**src/rtl/band_led_meter.sv**
```systemverilog
//------------------------------------------------------------------------------
// band_led_meter : per-band rectified peak meter driving one sigma-delta PDM LED
//                  per band; `LED_METER_HOLD_EN enables the peak-hold counter.
// Revision: 1.0
//------------------------------------------------------------------------------
`timescale 1ns/1ps
`default_nettype none

module band_led_meter #(
  parameter int NUM_BANDS    = 5,
  parameter int DATA_W       = 16,
  parameter int DECAY_SHIFT  = 3,
  parameter int HOLD_SAMPLES = 1024
) (
  input  logic                           clk,
  input  logic                           rst,
  input  logic [NUM_BANDS*DATA_W-1:0]    band_data,
  input  logic                           band_vld,
  output logic [NUM_BANDS*(DATA_W-1)-1:0] peak,
  output logic [NUM_BANDS-1:0]           LED
);

  localparam int MW = DATA_W - 1;

  if (HOLD_SAMPLES < 0) begin : g_hold_range_check
    $error("HOLD_SAMPLES must be non-negative");
  end

  for (genvar k = 0; k < NUM_BANDS; k++) begin : g_band
    logic signed [DATA_W-1:0] sample;
    logic [DATA_W-1:0]        neg;
    logic [MW-1:0]            mag;
    logic [MW-1:0]            peak_r;
    logic [MW-1:0]            duty_r;
    logic [MW-1:0]            acc_r;
    logic [MW-1:0]            step;
    logic [MW-1:0]            decayed;
    logic [DATA_W-1:0]        sum;
    logic                     led_r;
    logic                     hold_active;

    assign sample = band_data[k*DATA_W +: DATA_W];
    assign neg    = -sample;

    // The most negative code has no positive twin, so it saturates.
    always_comb begin
      mag = sample[MW-1:0];
      if (sample[DATA_W-1]) begin
        if (sample[MW-1:0] == '0) mag = '1;
        else                      mag = neg[MW-1:0];
      end
    end

    always_comb begin
      step = peak_r >> DECAY_SHIFT;
      if (step == '0) step = MW'(1);
      decayed = (peak_r > step) ? (peak_r - step) : '0;
    end

`ifdef LED_METER_HOLD_EN
    localparam int HW = (HOLD_SAMPLES > 0) ? $clog2(HOLD_SAMPLES + 1) : 1;
    logic [HW-1:0] hold_r;

    always_ff @(posedge clk) begin
      if (rst) begin
        hold_r <= '0;
      end else if (band_vld) begin
        if (mag >= peak_r)      hold_r <= HW'(HOLD_SAMPLES);
        else if (hold_r != '0)  hold_r <= hold_r - HW'(1);
      end
    end

    assign hold_active = (hold_r != '0);
`else
    assign hold_active = 1'b0;
`endif

    always_ff @(posedge clk) begin
      if (rst) begin
        peak_r <= '0;
      end else if (band_vld) begin
        if (mag >= peak_r)   peak_r <= mag;
        else if (!hold_active) peak_r <= decayed;
      end
    end

    // Carry out of the MW-bit accumulator is the PDM bit; duty follows peak
    // one cycle late so the LED sees changes only on sample boundaries.
    assign sum = {1'b0, acc_r} + {1'b0, duty_r};

    always_ff @(posedge clk) begin
      if (rst) begin
        duty_r <= '0;
        acc_r  <= '0;
        led_r  <= 1'b0;
      end else begin
        duty_r <= peak_r;
        acc_r  <= sum[MW-1:0];
        led_r  <= sum[MW];
      end
    end

    assign peak[k*MW +: MW] = peak_r;
    assign LED[k]           = led_r;
  end

endmodule

`default_nettype wire

```
**config.mk**
```make
export PLATFORM = sky130hd
export DESIGN_NAME = band_led_meter
export DESIGN_NICKNAME = d
export VERILOG_FILES = /design/src/rtl/band_led_meter.sv
export SDC_FILE = /design/constraint.sdc
export NUM_CORES = 1
export LEC_CHECK = 0
export BUFFER_PORTS_ARGS = -buffer_cell sky130_fd_sc_hd__buf_2
export CORE_MARGIN = 2
export CORE_UTILIZATION = 60
export DETAILED_ROUTE_END_ITERATION = 16
export GPL_ROUTABILITY_DRIVEN = 0
export PLACE_DENSITY_LB_ADDON = 0.08
export SYNTH_ARGS = -nofsm -noshare
export SYNTH_HDL_FRONTEND = slang
export SYNTH_SLANG_ARGS = --single-unit
```
**constraint.sdc**
```tcl
create_clock -name clk -period 9.4 [get_ports clk]
set_input_delay 0 -clock clk [delete_from_list [all_inputs] [get_ports clk]]
set_output_delay 0 -clock clk [all_outputs]
set_load 0.01 [all_outputs]
```
==> impl_metrics.json, run 1 <==
{
  "syn2layout_area_growth_pct": 13.5,
  "setup_violations": 0,
  "skew_ps": 21.0,
  "start_kind": "input port",
  "grt_usage_pct": 30.0,
  "cts_buffers": 27,
  "holdPathEnd": "g_band[0].peak_r[11]$_SDFFE_PP0P_",
  "period_needed_ps": 5150,
  "crit_path_max_incr_delay_ps": 560,
  "antenna_found_initial": 3,
  "regArea_mm2": 0.00460,
  "synth_cell_types": 78,
  "synthCells": 2124,
  "io_pins": 163,
  "htreeDepth": 1,
  "clkTransAtPathRegs_ps": 60,
  "syn_area_per_cell_um2": 7.86,
  "hold_class": "in2reg",
  "synth_edf_count": 0,
  "reg2reg_slack_ps": 5100,
  "power_mw": 5.37,
  "grt_overflow": 0,
  "yosysMostFrequentCell": "nor2_1",
  "die_w_um": 171,
  "insertion_delay_ps": 550,
  "grt_max_degree": 81,
  "worst_pin_slew_ps": 1110,
  "drc_errors": 0,
  "fin_nets": 2598,
  "synth.cell_area_mm2": 0.0167,
  "ant_nets": 0,
  "fillCellCount": 2371,
  "timing.fmax_mhz": 194,
  "status": "complete, no violations",
  "yosys.area.top_type": "dfxtp_1",
  "drv_slew": 0,
  "vdd_drop_max_mv": 0.269,
  "cp-end-kind": "register",
  "place_hpwl_um": 32900,
  "vias": 16100,
  "firstDrtPassIters": 8,
  "initial_core_util_pct": 60.4,
  "hold_violations": 0,
  "wl_um": 44300,
  "syn_nets": 2433,
  "fin_setup_tns_ps": 0,
  "multi_input_comb_area_mm2": 0.0112,
  "finalCritPeriodShare_pct": 54.8,
  "required_ps": 9810,
  "yosys_warnings": 0,
  "drive_gt1_share_pct": 10.3,
  "cellPowerDensity_mw_per_mm2": 283,
  "grt_pass1_vias": 15000,
  "grt_pass1_wl_um": 72800,
  "rsz0062_at_grt": "false",
  "crit_chain": "dlygate4sd3_1 > buf_2 > inv_1 > ha_1 > or3b_1 > or4b_4 > or3_4 > or3b_1 > nand2_1 > ha_1 > a21oi_1 > a21boi_0 > a2111oi_0 > o21ai_0 > a41oi_1 > nor2_1 > o21ai_0 > dlygate4sd3_1 > o211ai_1",
  "leakage_nw": 8.30,
  "portBuffers": 162,
  "cp_slowest_cell": "dlygate4sd3_1",
  "arrival_ps": 5560,
  "cts_root_buf": "clkbuf_16",
  "async_flop_share_pct": 0,
  "die_area_mm2": 0.0292,
  "first_iter_violations": 1269,
  "synth_area_leaders": "dfxtp_1 (28%), ha_1 (16%), nor2_1 (6.3%)",
  "min_from": "band_data[11]",
  "ys_ff_latch": 230,
  "synthTopCellsByCount": "nor2_1 (282), dfxtp_1 (230), ha_1 (216)",
  "cts_resized": 0,
  "die_y_um": 171,
  "reg2reg_from": "g_band[1].peak_r[14]$_SDFFE_PP0P_",
  "clock-sinks": 230,
  "wl_per_cell_um": 16.5,
  "r2r_cells": 15,
  "synth_top_flop_cell": "dfxtp_1",
  "core_mm2": 0.0276,
  "crit_type": "in2reg",
  "synth_seq_area_share_pct": 27.6,
  "cp_max_fo": 13,
  "timing.slew.headroom_pct": 23.9,
  "synth_top_area_share_pct": 27.6,
  "min_path_cells": 4,
  "cts_tree": "built",
  "r2r-end": "g_band[1].peak_r[12]$_SDFFE_PP0P_",
  "rows": 61,
  "cts.path.max_buffers": 3,
  "maxCapViolCount": 0,
  "viasPerCell": 6.00
}
flip-flops by register name (all words and copies together), names as in the netlist:
name	count
g_band.duty_r	75
g_band.acc_r	75
g_band.led_r	5
g_band.peak_r	75
report_power, final:
group	internal (mW)	total [mW]	switching (mW)	leakage [nW]
registers	1.20	1.42	0.223	1.88
logic	1.23	2.96	1.73	6.02
clock network	0.571	0.987	0.416	0.403
total	3.00	5.37	2.37	8.30
final cells by class:
class,count,share of cell area [%]
multi-input cells,1653,59.0
flip-flops and latches,230,24.3
repair buffers,204,6.44
clock buffers,38,4.10
inverters,173,3.43
well taps,378,2.50
clock inverters,7,0.271
diodes,1,0.0132
worst max-delay path by stage:
stage                  start                                end  slack [ps]
2_1_floorplan  band_data[33]  g_band[2].peak_r[10]$_SDFFE_PP0P_        5460
4_1_cts        band_data[32]   g_band[2].peak_r[0]$_SDFFE_PP0P_        4320
6_report       band_data[32]   g_band[2].peak_r[0]$_SDFFE_PP0P_        4250
5_1_grt        band_data[32]   g_band[2].peak_r[0]$_SDFFE_PP0P_        3720
3_5_place_dp   band_data[65]   g_band[4].peak_r[4]$_SDFFE_PP0P_        4480
3_3_place_gp   band_data[64]   g_band[4].peak_r[6]$_SDFFE_PP0P_        4560
routing by layer:
metal / wire length [um] / share of wire [%] / global-route usage, %
met5: 13 / 0.029 / 0
met4: 1110 / 2.5 / 8.07
met1: 20300 / 46 / 41.1
met3: 3010 / 6.8 / 5.53
met2: 19900 / 45 / 48.5
placed cells by master (no fill, tap or decap), types with 28 or more instances in the layout:
cell type	n
nor2_1	280
dlygate4sd3_1	35
nor3_1	75
a21oi_1	116
buf_2	161
xor2_1	47
nor2b_1	32
xnor2_1	41
nand3_1	44
inv_1	173
a21o_1	34
a22oi_1	28
o21ai_0	172
a211oi_1	53
ha_1	216
o21a_1	41
nand2_1	137
dfxtp_1	230
stage by stage:
step	hold slack [ps]	cells	instance area [um^2]	setup slack, ps	utilization (%)
6_report	7.51	2684	19000	4250	68.6
5_1_grt	21.9	2684	19000	3720	68.6
4_1_cts	0.239	2683	19000	4320	68.6
3_5_place_dp	313	2603	17800	4480	64.3
3_3_place_gp	334	2603	17800	4560	64.3
2_1_floorplan	168	2124	16700	5460	-
worst max-delay path: cells and delay by family:
family | cells | cell delay, ps
simple gates | 6 | 2360
compound gates | 7 | 1480
fa+ha+maj | 2 | 410
buf+inv | 4 | 1310
timing repair:
action                                 in CTS  in global routing
hold buffers                               35                  0
setup buffers                               0                  0
endpoints found under the hold margin      76                  0
cell families (layout without fill, tap and decap cells):
kind of cell	Yosys count	count (layout)	share of synthesized area, %
simple gates	719	719	20.4
compound gates	615	615	24.2
buf+inv	241	422	5.58
flops	230	230	27.6
fa+ha+maj	228	228	17.5
xor+xnor	88	88	4.62
mux	3	3	0.180
other cells	0	1	0
No activity file was read; power rests on OpenSTA's default activity.
==> run 2, diff against run 1 <==
==> constraint.sdc (replaced) <==
create_clock -name clk -period 5.23 [get_ports clk]
set_input_delay 0 -clock clk [delete_from_list [all_inputs] [get_ports clk]]
set_output_delay 0 -clock clk [all_outputs]
set_load 0.01 [all_outputs]
==> impl_metrics.json, run 2 (synthesis gave the netlist of run 1 again) <==
{
  "cts_root_buf": "clkbuf_16",
  "r2r-end": "g_band[1].peak_r[12]$_SDFFE_PP0P_",
  "grt_pass1_vias": 15100,
  "viasPerCell": 6.05,
  "reg2reg_slack_ps": 940,
  "period_needed_ps": 4840,
  "r2r_cells": 15,
  "crit_path_max_incr_delay_ps": 590,
  "vias": 16200,
  "required_ps": 5680,
  "cts_tree": "built",
  "insertion_delay_ps": 530,
  "fillCellCount": 2338,
  "ant_nets": 0,
  "cp-end-kind": "register",
  "top_regs": "g_band.acc_r (75), g_band.duty_r (75), g_band.peak_r (75)",
  "antenna_found_initial": 2,
  "place_hpwl_um": 32800,
  "drive_gt1_share_pct": 10.5,
  "grt_usage_pct": 29.6,
  "clock-sinks": 230,
  "cts_buffers": 27,
  "path_depth": 19,
  "fin_hold_ws_ps": -17.9,
  "cts.path.max_buffers": 3,
  "layout_common_cells": "nor2_1 (278), dfxtp_1 (230), ha_1 (216)",
  "path_common_cell": "o21ai_0",
  "die_w_um": 171,
  "hold_violations": 5,
  "fin_setup_tns_ps": 0,
  "cts_setup_buffers": 0,
  "worstSetupEndpoint": "g_band[2].peak_r[0]$_SDFFE_PP0P_",
  "firstDrtPassIters": 10,
  "grt_pass1_wl_um": 72200,
  "timing.slew.headroom_pct": 25.7,
  "maxCapViolCount": 0,
  "rsz0062_at_grt": "false",
  "crit_type": "in2reg",
  "status": "finished, violations left",
  "cp_num_buf_inv": 4,
  "cellPowerDensity_mw_per_mm2": 516,
  "core_mm2": 0.0276,
  "fin_nets": 2594,
  "syn2layout_area_growth_pct": 13.7,
  "final_common_cell": "nor2_1",
  "reg2reg_from": "g_band[1].peak_r[14]$_SDFFE_PP0P_",
  "arrival_ps": 5290,
  "final_util_pct": 68.7,
  "rows": 61,
  "timing.fmax_mhz": 207,
  "cp_slowest_cell": "dlygate4sd3_1",
  "clkTransAtPathRegs_ps": 60,
  "die_y_um": 171,
  "portBuffers": 162,
  "htreeDepth": 1,
  "io_pins": 163,
  "violations": "hold timing",
  "setup_violations": 0,
  "crit_start": "band_data[32]",
  "die_area_mm2": 0.0292,
  "wl_um": 44400,
  "finalCritPeriodShare_pct": 92.6,
  "start_kind": "input port",
  "cp_max_fo": 13,
  "worst_pin_slew_ps": 1110,
  "crit_chain": "dlygate4sd3_1 > buf_2 > inv_1 > ha_1 > or3b_1 > or4b_4 > or3_4 > or3b_1 > o211ai_1 > ha_1 > o21ai_0 > o21bai_1 > a21oi_1 > o21ai_0 > a41oi_2 > nor2_2 > o21ai_0 > dlygate4sd3_1 > o211ai_1",
  "wl_per_cell_um": 16.6,
  "drv_slew": 0,
  "grt_overflow": 0,
  "critPathTopFamily": "simple AND/OR/NAND/NOR gates",
  "initial_core_util_pct": 60.4,
  "skew_ps": 16.7,
  "leakage_nw": 8.32,
  "vdd_drop_max_mv": 0.537,
  "drc_errors": 0,
  "grt_max_degree": 114,
  "hold_class": "in2reg",
  "first_iter_violations": 1294
}
## run 2: changes by cell type in the layout (fill, tap and decap cells not counted), moves of 2 or more
cell,delta
bufinv_16,+3
clkbuf_1,-2
clkinv_4,-2
dlygate4sd3_1,-4
nor2_1,-2
nor2_2,+2
## run 2: power by group
part,internal [mW],switching [mW]
Clock,1.17,0.730
Sequential,2.16,0.396
Combinational,2.22,3.13
Total,5.54,4.25
## run 2: through the flow
| step | hold WS, ps | instance area [um^2] | power [mW] | setup slack (ps) | std cells |
|---|---|---|---|---|---|
| after CTS | 0.859 | 19000 | 9.70 | 217 | 2678 |
| after global placement | 310 | 17800 | 7.61 | 664 | 2603 |
| after floorplan | 168 | 16700 | 6.41 | 1290 | 2124 |
| after detailed placement | 310 | 17800 | 7.74 | 508 | 2603 |
| after global routing | 37.8 | 19000 | 10.6 | 80.0 | 2680 |
| final | -17.9 | 19000 | 9.80 | 387 | 2680 |
## run 2: area by class of cell
class / count / area, um^2 / area share [%]
clock buffer: 36 / 769 / 4.05
antenna: 2 / 5.00 / 0.0264
multi-input combinational: 1653 / 11200 / 58.9
clock inverter: 8 / 120 / 0.633
tap: 378 / 473 / 2.49
timing repair buffer: 200 / 1180 / 6.21
inverter: 173 / 649 / 3.42
sequential: 230 / 4600 / 24.2
## run 2: per-layer routing
metal  vias to the layer above  GRT usage, %  wire, um
met2                       525          48.0     20000
met4                         0          9.36      1300
met5                         -             0         0
li1                       8019             -         -
met1                      7563          40.1     20100
met3                       107          5.11      3090
## run 2: how the worst min path moves through the flow
stage / endpoint / from / slack, ps / depth (start not counted)
global route: g_band[2].peak_r[1]$_SDFFE_PP0P_ / band_data[33] / 40 / 5
finish: g_band[3].acc_r[12]$_SDFF_PP0_ / rst / -20 / 2
global placement: g_band[2].peak_r[0]$_SDFFE_PP0P_ / band_data[32] / 310 / 3
detailed placement: g_band[2].peak_r[0]$_SDFFE_PP0P_ / band_data[32] / 310 / 3
floorplan: g_band[2].peak_r[0]$_SDFFE_PP0P_ / band_data[32] / 170 / 2
CTS: g_band[4].peak_r[2]$_SDFFE_PP0P_ / band_data[66] / 0.9 / 5
## run 2: repair_timing
| item | 4_1_cts | 5_1_grt |
|---|---|---|
| endpoints found under the hold margin | 30 | 0 |
| setup endpoints to repair | 0 | 13 |
| hold buffers | 31 | 0 |
| gates resized for setup | 0 | 3 |
